--- src/rtl/gray_step_if.sv ---
// rtl/gray_step_if.sv - Gray input bus and decoded step/position outputs
interface gray_step_if #(
    parameter int WIDTH = 4
);
    logic [WIDTH-1:0] gray_in;
    logic             clr_counts;
    logic [WIDTH-1:0] binary_out;
    logic             valid;
    logic             step_pulse;
    logic             step_up;
    logic             error_pulse;
    logic [15:0]      position;
    logic [7:0]       error_count;

    modport master (
        output gray_in,
        output clr_counts,
        input  binary_out,
        input  valid,
        input  step_pulse,
        input  step_up,
        input  error_pulse,
        input  position,
        input  error_count
    );

    modport slave (
        input  gray_in,
        input  clr_counts,
        output binary_out,
        output valid,
        output step_pulse,
        output step_up,
        output error_pulse,
        output position,
        output error_count
    );
endinterface

--- src/rtl/gray_step_decoder.sv ---
// rtl/gray_step_decoder.sv - Synchronise, debounce and decode a Gray bus into steps
module gray_step_decoder #(
    parameter int WIDTH       = 4,
    parameter int SYNC_STAGES = 2,
    parameter int DEBOUNCE    = 4
) (
    input  logic         clk,
    input  logic         rst,
    gray_step_if.slave   bus
);
    localparam int CW = $clog2(DEBOUNCE + 1);

    logic [WIDTH-1:0] sync_q [SYNC_STAGES];
    logic [WIDTH-1:0] sync;
    logic [WIDTH-1:0] cand;
    logic [CW-1:0]    cnt;
    logic             accept;
    logic [WIDTH-1:0] b_new;
    logic [WIDTH-1:0] diff;

    logic [WIDTH-1:0] bin_q;
    logic             valid_q;
    logic             step_pulse_q;
    logic             step_up_q;
    logic             error_pulse_q;
    logic [15:0]      position_q;
    logic [7:0]       error_count_q;

    function automatic logic [WIDTH-1:0] gray_to_bin(input logic [WIDTH-1:0] g);
        logic [WIDTH-1:0] b;
        b[WIDTH-1] = g[WIDTH-1];
        for (int i = WIDTH - 2; i >= 0; i--) begin
            b[i] = b[i+1] ^ g[i];
        end
        return b;
    endfunction

    // Multi-flop synchroniser chain per bit for the asynchronous Gray bus
    always_ff @(posedge clk) begin
        if (rst) begin
            for (int i = 0; i < SYNC_STAGES; i++) begin
                sync_q[i] <= '0;
            end
        end else begin
            sync_q[0] <= bus.gray_in;
            for (int i = 1; i < SYNC_STAGES; i++) begin
                sync_q[i] <= sync_q[i-1];
            end
        end
    end

    assign sync = sync_q[SYNC_STAGES-1];

    // Debounce: restart on any change, count up to DEBOUNCE and then hold
    always_ff @(posedge clk) begin
        if (rst) begin
            cand <= '0;
            cnt  <= '0;
        end else if (sync != cand) begin
            cand <= sync;
            cnt  <= '0;
        end else if (cnt < CW'(DEBOUNCE)) begin
            cnt <= cnt + CW'(1);
        end
    end

    // Acceptance fires once, on the edge the count would reach DEBOUNCE
    assign accept = (sync == cand) && (cnt == CW'(DEBOUNCE - 1));
    assign b_new  = gray_to_bin(cand);
    assign diff   = b_new - bin_q;

    // Classify each accepted code and update position, error count and pulses
    always_ff @(posedge clk) begin
        if (rst) begin
            bin_q         <= '0;
            valid_q       <= 1'b0;
            step_pulse_q  <= 1'b0;
            step_up_q     <= 1'b0;
            error_pulse_q <= 1'b0;
            position_q    <= '0;
            error_count_q <= '0;
        end else begin
            step_pulse_q  <= 1'b0;
            error_pulse_q <= 1'b0;
            if (accept) begin
                if (!valid_q) begin
                    bin_q   <= b_new;
                    valid_q <= 1'b1;
                end else if (diff == '0) begin
                    // Glitch settled back on the current code: nothing to report
                end else if (diff == WIDTH'(1)) begin
                    bin_q        <= b_new;
                    step_pulse_q <= 1'b1;
                    step_up_q    <= 1'b1;
                    position_q   <= position_q + 16'd1;
                end else if (diff == {WIDTH{1'b1}}) begin
                    bin_q        <= b_new;
                    step_pulse_q <= 1'b1;
                    step_up_q    <= 1'b0;
                    position_q   <= position_q - 16'd1;
                end else begin
                    bin_q         <= b_new;
                    error_pulse_q <= 1'b1;
                    if (error_count_q != 8'hFF) begin
                        error_count_q <= error_count_q + 8'd1;
                    end
                end
            end
            // Clear wins over any coincident count update, later assignment takes effect
            if (bus.clr_counts) begin
                position_q    <= '0;
                error_count_q <= '0;
            end
        end
    end

    assign bus.binary_out  = bin_q;
    assign bus.valid       = valid_q;
    assign bus.step_pulse  = step_pulse_q;
    assign bus.step_up     = step_up_q;
    assign bus.error_pulse = error_pulse_q;
    assign bus.position    = position_q;
    assign bus.error_count = error_count_q;
endmodule

--- src/flat_wrapper.sv ---
// flat-port wrapper written by rule: the top's interface ports become plain ports
module gray_step_decoder_flat 
#(
    parameter int WIDTH       = 4,
    parameter int SYNC_STAGES = 2,
    parameter int DEBOUNCE    = 4
)
  (clk, rst, bus_gray_in, bus_clr_counts, bus_binary_out, bus_valid, bus_step_pulse, bus_step_up, bus_error_pulse, bus_position, bus_error_count);
  gray_step_if #(.WIDTH(WIDTH)) bus_i ();
  input  logic clk;
  input  logic rst;
  input wire logic [$bits(bus_i.gray_in)-1:0] bus_gray_in;
  input wire logic [$bits(bus_i.clr_counts)-1:0] bus_clr_counts;
  output wire logic [$bits(bus_i.binary_out)-1:0] bus_binary_out;
  output wire logic [$bits(bus_i.valid)-1:0] bus_valid;
  output wire logic [$bits(bus_i.step_pulse)-1:0] bus_step_pulse;
  output wire logic [$bits(bus_i.step_up)-1:0] bus_step_up;
  output wire logic [$bits(bus_i.error_pulse)-1:0] bus_error_pulse;
  output wire logic [$bits(bus_i.position)-1:0] bus_position;
  output wire logic [$bits(bus_i.error_count)-1:0] bus_error_count;
  assign bus_i.gray_in = bus_gray_in;
  assign bus_i.clr_counts = bus_clr_counts;
  assign bus_binary_out = bus_i.binary_out;
  assign bus_valid = bus_i.valid;
  assign bus_step_pulse = bus_i.step_pulse;
  assign bus_step_up = bus_i.step_up;
  assign bus_error_pulse = bus_i.error_pulse;
  assign bus_position = bus_i.position;
  assign bus_error_count = bus_i.error_count;
  gray_step_decoder #(.WIDTH(WIDTH), .SYNC_STAGES(SYNC_STAGES), .DEBOUNCE(DEBOUNCE)) u_core (.clk(clk), .rst(rst), .bus(bus_i));
endmodule
--- config.mk ---
export PLATFORM = sky130hd
export DESIGN_NAME = gray_step_decoder_flat
export DESIGN_NICKNAME = d
export VERILOG_FILES = /design/src/rtl/gray_step_if.sv /design/src/rtl/gray_step_decoder.sv /design/src/flat_wrapper.sv
export SDC_FILE = /design/constraint.sdc
export NUM_CORES = 1
export LEC_CHECK = 0
export BUFFER_PORTS_ARGS = -buffer_cell sky130_fd_sc_hd__buf_4
export CORE_UTILIZATION = 50
export CTS_BUF_LIST = sky130_fd_sc_hd__clkbuf_8 sky130_fd_sc_hd__clkbuf_16
export CTS_CLUSTER_SIZE = 40
export DETAILED_ROUTE_END_ITERATION = 12
export GPL_TIMING_DRIVEN = 0
export HOLD_SLACK_MARGIN = 0.15
export PLACE_DENSITY = 0.74
export SLEW_MARGIN = 20
export SYNTH_ARGS = -nofsm -noshare
export SYNTH_HDL_FRONTEND = slang
export SYNTH_SLANG_ARGS = --single-unit
--- constraint.sdc ---
create_clock -name clk -period 4.8 [get_ports clk]
set_clock_uncertainty 0.2 [all_clocks]
set_input_delay 0.48 -clock clk [delete_from_list [all_inputs] [get_ports clk]]
set_output_delay 0.48 -clock clk [all_outputs]
set_load 0.005 [all_outputs]
==> impl_summary.txt, run 1 <==
----------------------------------------------------
[Critical path]
  Critical path data required time ... 4.80 ns
  End point of the critical path ... u_core.bus.position[14]
  Cell depth of the worst flop-to-flop path ... 18
  Maximum single-stage delay on the critical path ... between 0.5 and 0.6 ns
  Worst setup startpoint ... u_core.cand[3]
  Crit-path cells ... buf_6 > xor2_4 > xnor2_4 > inv_2 > xnor2_2 > ha_2 > fa_2 > nand2_1 > or3b_4 > or2_4 > fa_2 > a211oi_2 > o21ai_2 > a221oi_2 > o21ai_2 > a221oi_2 > xor2_1 > o21ai_1
  CP Buf/Inv Count ... 2
  Register-to-register setup slack ... 0.21 ns
  Worst Setup Start Kind ... flop
  Critical R2R Capture ... u_core.bus.position[14]
  Critical Path AT ... 4.59 ns
  Type of element capturing the critical path ... flop
  Path type of the worst setup path ... reg -> reg
  RR Startpoint ... u_core.cand[3]
  Critical path fanouts, max ... 7
  Family with the most delay on the worst path ... compound AO/OA/AOI/OAI gates
  Crit-path slowest cell ... fa_2
  Number of cells on the critical path ... 18

[Cells and area]
  Sequential standard cell area ... 943 um2
  Relative area change from synthesis to final layout ... 26.1%
  NumNets Final ... 382
  Leading cell type in the layout, fill and taps excluded ... buf_4
  Commonest non-fill, non-tap cells in the layout ... buf_4 (50), dfxtp_1 (45), nor2_1 (38), a21oi_1 (19), ha_1 (19)
  Share of post-route cells with drive strength above 1 ... 0.265
  Number of inserted diodes ... 0
  Final-layout fill cell count ... 431
  Post-route cell area ... 3350 um2
  Area of the multi-input gates ... about 1800 um2

[Synthesis]
  Syn avg cell area ... 9.11 um2
  Top_reg_cell synth ... dfxtp_1
  Count of flip-flops with a built-in enable after synthesis ... 0
  Netlist Area Pre-Place ... approximately 2700 um2
  Synthesized instance count ... a little under 300
  Distinct cells, synth ... 55
  Async S/R FF share, synth ... 0
  Nets in the synthesized netlist ... 324
  Register area share after synthesis ... 0.354
  Flop and latch count out of synthesis ... 47
  Yosys warnings ... 0

[Detailed routing]
  Vias per Instance ... ~5.4
  Post-detailed-routing wire length ... 5.53 mm
  Iteration-0 DRC count of the detailed router ... 80
  Number of antenna-violating nets in the routed design ... 0
  Total number of vias ... 2,254
  Sum of met2 wire segment lengths after detailed routing ... 2.68 mm
  Top routing layer in use ... met4
  Remaining design rule violation count ... 0
  Met3 wire len ... approximately 230 um
  Average wire per cell in the routed design ... 13.1 um
  Metal-1 WL ... 2.51 mm
  Initial DRT Pass Iterations ... 4

[GRT]
  Number of global-route vias before repair ... 2,095
  Number of antenna violations at the first check in global routing ... 0
  Largest net degree at the start of global routing ... 17
  Combined global-route utilization of all metal layers ... 0.209
  First-pass GRT wire length ... 8.98 mm
  Residual overflow from global routing ... 0

[Timing]
  Minimum clock period ... 4.59 ns
  Number of setup violations in the final report ... 0
  Total negative slack ... 0 ns
  Final clock period utilization by the worst path ... 0.957
  Slew headroom ... 0.563
  Unrepaired setup endpoints after global routing ... yes
  Max-slew violation count ... 0
  Count of endpoints failing hold in the final timing report ... 0
  Achievable frequency ... between 0.2 and 0.25 GHz
  Worst Max-Slew Pin Slew ... 0.652 ns

[Place]
  Gp weighted congestion ... 0.836
  Count of buffers inserted at the top-level ports ... 38
  Final HPWL from detailed placement ... roughly 3.8 mm
  Post-detailed-placement cell area ... a little over 3000 um2

[Floorplan]
  Vertical die dimension ... 74.9 um
  Initial standard-cell utilization of the core ... 0.521
  Core region area ... 5110 um2
  Area of the die ... 5610 um2
  Number of top-level pins ... 39
  Horiz. Die Dim ... 74.9 um
  Row count ... 26

[Pwr]
  Worst IR Drop VDD ... 178 uV
  Power density relative to cell area ... 233 nW/um2
  Power Total ... slightly below 0.0008 W
  Leakage Power ... roughly 1.5 nW

[Run status]
  Outcome ... completed

[Clock tree]
  Clk_lat worst skew ... a little over 0.3 ns
  Clock transition at path regs ... approximately 0.09 ns
  Cell chosen for the clock root ... clkbuf_8
  CTS Buffer Depth ... 2
  Number of H-tree levels ... 2
  Hold buffer count at cts ... 0
  Number of sinks handled by clock tree synthesis ... 47
  TritonCTS clock tree ... yes
  Clock buffer count from CTS ... 5

[Min path]
  HP Class ... in -> reg

[Job]
  Maximum Capacitance Violations ... 0

----------------------------------------------------
[worst min-delay path by stage]
| stage | startpoint | endpoint | slack (ns) | cells past startpoint |
|---|---|---|---|---|
| floorplan | u_core.sync_q[0][0] | u_core.sync_q[0][4] | 0.21 | 1 |
| global placement | u_core.sync_q[0][3] | u_core.sync_q[0][7] | 0.22 | 1 |
| detailed placement | u_core.sync_q[0][3] | u_core.sync_q[0][7] | 0.23 | 1 |
| CTS | bus_gray_in[1] | u_core.sync_q[0][1] | 0.17 | 2 |
| global route | bus_gray_in[1] | u_core.sync_q[0][1] | 0.17 | 2 |
| finish | bus_gray_in[3] | u_core.sync_q[0][3] | 0.18 | 2 |
[cells in the mapped netlist (2+ instances only)]
cell type | number | area share
a211oi_1 | 3 | 0.0085
a21boi_0 | 2 | 0.0056
a21o_1 | 3 | 0.0085
a21oi_1 | 21 | 0.040
a221oi_1 | 2 | 0.0066
and2_1 | 2 | 0.0047
buf_2 | 2 | 0.0038
clkbuf_1 | 4 | 0.0056
dfxtp_1 | 47 | 0.35
fa_1 | 2 | 0.015
ha_1 | 23 | 0.11
inv_1 | 8 | 0.011
mux2i_1 | 12 | 0.045
nand2_1 | 17 | 0.024
nand3_1 | 9 | 0.017
nand4_1 | 2 | 0.0047
nor2_1 | 38 | 0.054
nor2b_1 | 14 | 0.033
nor3_1 | 4 | 0.0075
nor3b_1 | 2 | 0.0056
o2111ai_1 | 2 | 0.0066
o21a_1 | 2 | 0.0056
o21ai_0 | 12 | 0.023
o21ai_1 | 2 | 0.0038
or2_1 | 2 | 0.0047
or2b_1 | 2 | 0.0056
or4_1 | 2 | 0.0056
xnor2_1 | 12 | 0.040
xor2_1 | 13 | 0.043
[per-layer routing]
layer / track usage / vias up
met5: 0 / -
met1: 0.261 / 1049
met3: 0.0415 / 11
met2: 0.350 / 53
li1: - / 1141
met4: 0.0901 / 0
[cell type report]
cell class	count	share of cell area
Clock inverter	3	0.00672
Buffer	7	0.0108
Multi-Input combinational cell	231	0.534
Timing Repair Buffer	50	0.112
Inverter	8	0.00896
Tap cell	70	0.0261
Clock buffer	5	0.0205
Sequential cell	47	0.281
[power by group]
part	internal [W]	total (W)	switching [W]
clock network	0.000105	0.000248	0.000143
registers	0.000395	0.000399	0.00000335
logic	0.0000607	0.000134	0.0000736
[registers in the layout, indices dropped and copies added, names as in the netlist]
register	flops
u_core.bus.position	16
u_core.bus.step_pulse	1
u_core.sync_q	8
u_core.bus.error_count	8
u_core.bus.step_up	1
u_core.bus.valid	1
u_core.cand	4
u_core.cnt	3
u_core.bus.binary_out	4
u_core.bus.error_pulse	1
[what timing repair did]
action | CTS | global route
resized for setup | 12 | 14
setup buffers | 3 | 9
pin swaps | 3 | 12
gates cloned | 1 | 0
hold endpoints to repair | 0 | 0
setup endpoints to repair | 7 | 7
[cells by family (layout without fill, tap and decap cells)]
family,Yosys count,count (layout),synth area share
compound gates,58,58,0.138
flops,47,47,0.354
fa+ha+maj,25,25,0.123
xor+xnor,27,27,0.0946
buf+inv,15,73,0.0249
mux,12,12,0.0452
simple gates,108,109,0.220
[stage by stage]
| stage | setup slack, ns | utilization | std cells | hold WS [ns] |
|---|---|---|---|---|
| floorplan | 0.0379 | - | 292 | 0.214 |
| global placement | -0.380 | 0.595 | 400 | 0.216 |
| detailed placement | -0.411 | 0.595 | 400 | 0.226 |
| CTS | 0.0448 | 0.633 | 412 | 0.174 |
| global route | -0.0233 | 0.657 | 421 | 0.173 |
| finish | 0.208 | 0.657 | 421 | 0.179 |
Power figures use the tool's default switching activity.
==> run 2: changes to the inputs <==
--- a/config.mk
+++ b/config.mk
@@ -6,6 +6,7 @@
 export NUM_CORES = 1
 export LEC_CHECK = 0
 export BUFFER_PORTS_ARGS = -buffer_cell sky130_fd_sc_hd__buf_4
+export CORE_ASPECT_RATIO = 1.1
 export CORE_UTILIZATION = 50
 export CTS_BUF_LIST = sky130_fd_sc_hd__clkbuf_8 sky130_fd_sc_hd__clkbuf_16
 export CTS_CLUSTER_SIZE = 40
==> impl_summary.txt, run 2 (synthesis gave the netlist of run 1 again) <==
----------------------------------------------------
[Clock tree]
  TritonCTS clock tree ... yes
  Clock transition at path regs ... 0.09 ns (about the same)
  Clk_lat worst skew ... 0.31 ns (about the same)
  Clock buffer count from CTS ... 5 (unchanged)
  Number of H-tree levels ... 2 (unchanged)
  Hold buffer count at cts ... 0 (unchanged)
  Cell chosen for the clock root ... clkbuf_8
  Number of sinks handled by clock tree synthesis ... 47 (unchanged)
  CTS Buffer Depth ... 2 (unchanged)

[Timing]
  Max-slew violation count ... 0 (unchanged)
  Count of endpoints failing hold in the final timing report ... 0 (unchanged)
  Hold Worst Slack ... 0.173 ns (-0.00665 ns)
  Worst Max-Slew Pin Slew ... 0.579 ns (-0.0734 ns)
  Number of setup violations in the final report ... 0 (unchanged)
  Minimum clock period ... 4.64 ns (+0.0442 ns)
  Slew headroom ... 0.612 (+0.0491)
  Achievable frequency ... 0.216 GHz (-0.95%)
  Final clock period utilization by the worst path ... 0.966 (+0.00921)

[Cells and area]
  Commonest non-fill, non-tap cells in the layout ... buf_4 (53), dfxtp_1 (45), nor2_1 (38), a21oi_1 (19), ha_1 (18)
  Max reg flops ... 16 (unchanged)
  Share of post-route cells with drive strength above 1 ... 0.277 (+0.0119)
  Relative area change from synthesis to final layout ... 27.2%
  Count of non-filler cells in the finished layout ... 412 (-2.1%)
  Number of inserted diodes ... 0 (unchanged)
  Final core utilization ... 0.667 (+0.0109)
  Final-layout fill cell count ... 412 (-4.4%)
  Leading cell type in the layout, fill and taps excluded ... buf_4
  NumNets Final ... 385 (+0.79%)

[Floorplan]
  Core region area ... 5070 um2 (-0.78%)
  Initial standard-cell utilization of the core ... 0.525 (+0.00411)
  Row count ... 27 (+3.8%)
  Horiz. Die Dim ... 71.5 um (-4.5%)
  Vertical die dimension ... 78.5 um (+4.8%)
  Number of top-level pins ... 39 (unchanged)
  Area of the die ... 5610 um2 (about the same)

[Detailed routing]
  Average wire per cell in the routed design ... 14.2 um (+8.5%)
  Initial DRT Pass Iterations ... 4 (unchanged)
  Met3 wire len ... 220 um (-6.0%)
  Metal-1 WL ... 2.61 mm (+3.9%)
  Number of antenna-violating nets in the routed design ... 0 (unchanged)
  Iteration-0 DRC count of the detailed router ... 101 (+26%)
  Sum of met2 wire segment lengths after detailed routing ... 2.91 mm (+8.9%)
  Total number of vias ... 2,295 (+1.8%)
  Post-detailed-routing wire length ... 5.87 mm (+6.2%)
  Vias per Instance ... 5.57 (+4.0%)
  Top routing layer in use ... met4
  Remaining design rule violation count ... 0 (unchanged)

[Pwr]
  Power density relative to cell area ... 233 nW/um2 (-0.14%)
  Power Internal ... 0.000565 W (+0.73%)
  Worst IR Drop VDD ... 142 uV (-20%)
  Flop pwr share ... 0.507 (-0.003)
  Proportion of power drawn by combinational gates ... 0.176 (+0.004)
  Net switching share of the total power ... 0.282 (about the same)
  Power dissipated by switching net loads ... 0.000222 W (+0.68%)
  Leakage Power ... 1.49 nW (+1.8%)
  Clock network power share ... 0.317 (about the same)

[Min path]
  Worst hold endpoint ... u_core.sync_q[0][0]
  Startpoint of the most critical hold path ... bus_gray_in[0]
  HP Class ... in -> reg
  Hold Path Stages ... 2 (unchanged)

[GRT]
  First-pass GRT wire length ... 9.49 mm (+5.7%)
  Residual overflow from global routing ... 0 (unchanged)
  Largest net degree at the start of global routing ... 17 (unchanged)
  Combined global-route utilization of all metal layers ... 0.212 (+0.00342)
  Number of antenna violations at the first check in global routing ... 0 (unchanged)
  Number of global-route vias before repair ... 2,141 (+2.2%)

[Critical path]
  Cell depth of the worst flop-to-flop path ... 18 (unchanged)
  Crit-path cells ... buf_6 > xor2_4 > xnor2_2 > inv_2 > xnor2_1 > ha_2 > fa_2 > nand2_1 > or3b_4 > or2_4 > fa_2 > a211oi_2 > o21ai_2 > a221oi_2 > o21ai_2 > a221oi_2 > xor2_1 > o21ai_1
  Critical path data required time ... 4.80 ns (about the same)
  Register-to-register setup slack ... 0.16 ns (-0.04 ns)
  Critical path fanouts, max ... 6 (-1)
  Worst Setup Start Kind ... flop
  Critical Path AT ... 4.63 ns (+0.04 ns)
  Maximum single-stage delay on the critical path ... 0.55 ns (about the same)
  Path type of the worst setup path ... reg -> reg
  Type of element capturing the critical path ... flop
  Crit-path slowest cell ... fa_2
  Critical R2R Capture ... u_core.bus.position[14]
  RR Startpoint ... u_core.cand[3]

[Run status]
  Outcome ... completed

[Place]
  Dpl cells ... 388 (-3.0%)
  Final HPWL from detailed placement ... 4.08 mm (+6.0%)
  Count of buffers inserted at the top-level ports ... 38 (unchanged)
  Gp weighted congestion ... 0.937 (+12%)

[Job]
  Maximum Capacitance Violations ... 0 (unchanged)

----------------------------------------------------
==> run 2: area by class of cell <==
cell class,instances,area (um2),share of cell area
Buffer,7,36.3,0.0107
Clock buffer,5,68.8,0.0203
Clock inverter,3,22.5,0.00666
Inverter,8,30.0,0.00888
Multi-Input combinational cell,230,1790,0.529
Sequential cell,47,943,0.279
Tap cell,58,72.6,0.0215
Timing Repair Buffer,54,418,0.124
==> run 2: how the worst max path moves through the flow <==
stage,end,from
2_1_floorplan,u_core.bus.position[14],u_core.cand[3]
3_3_place_gp,u_core.bus.position[14],u_core.cand[3]
3_5_place_dp,u_core.bus.position[14],u_core.cand[3]
4_1_cts,u_core.bus.position[14],u_core.cand[3]
5_1_grt,u_core.bus.position[14],u_core.cand[3]
6_report,u_core.bus.position[14],u_core.cand[3]
==> run 2: metrics by stage <==
step                cell area, um2  setup slack [ns]  setup TNS (ns)  power [W]
detailed placement            3030            -0.505           -1.86   0.000517
floorplan                     2670            0.0379               0   0.000494
finish                        3380             0.164               0   0.000787
global route                  3380           -0.0174         -0.0329   0.000820
global placement              3030            -0.372           -1.20   0.000514
CTS                           3260            0.0259               0   0.000781
==> run 2: worst max-delay path, delay by kind of cell (launching register included) <==
kind | cells | cell delay, ns
compound gates | 6 | 1.19
xor+xnor | 4 | 0.69
fa+ha+maj | 3 | 1.16
buf+inv | 2 | 0.21
flops | 1 | 0.33
simple gates | 3 | 0.74
==> run 2: what timing repair did <==
action | 4_1_cts | 5_1_grt
setup endpoints to repair | 7 | 7
buffers inserted | 5 | 11
gates resized for setup | 16 | 10
pin swaps | 8 | 11
hold endpoints to repair | 0 | 0
==> run 2: power groups by stage <==
| stage | combinational, W | sequential [W] | clock (W) |
|---|---|---|---|
| floorplan | 0.0000872 | 0.000407 | 0 |
| global placement | 0.000107 | 0.000407 | 0 |
| detailed placement | 0.000110 | 0.000408 | 0 |
| CTS | 0.000125 | 0.000399 | 0.000257 |
| global route | 0.000153 | 0.000400 | 0.000268 |
| finish | 0.000139 | 0.000399 | 0.000249 |
==> run 2: metal layers <==
metal / vias to the layer above / track usage
li1: 1148 / -
met1: 1082 / 0.257
met4: 0 / 0.0961
met5: - / 0
met2: 52 / 0.360
met3: 13 / 0.0449
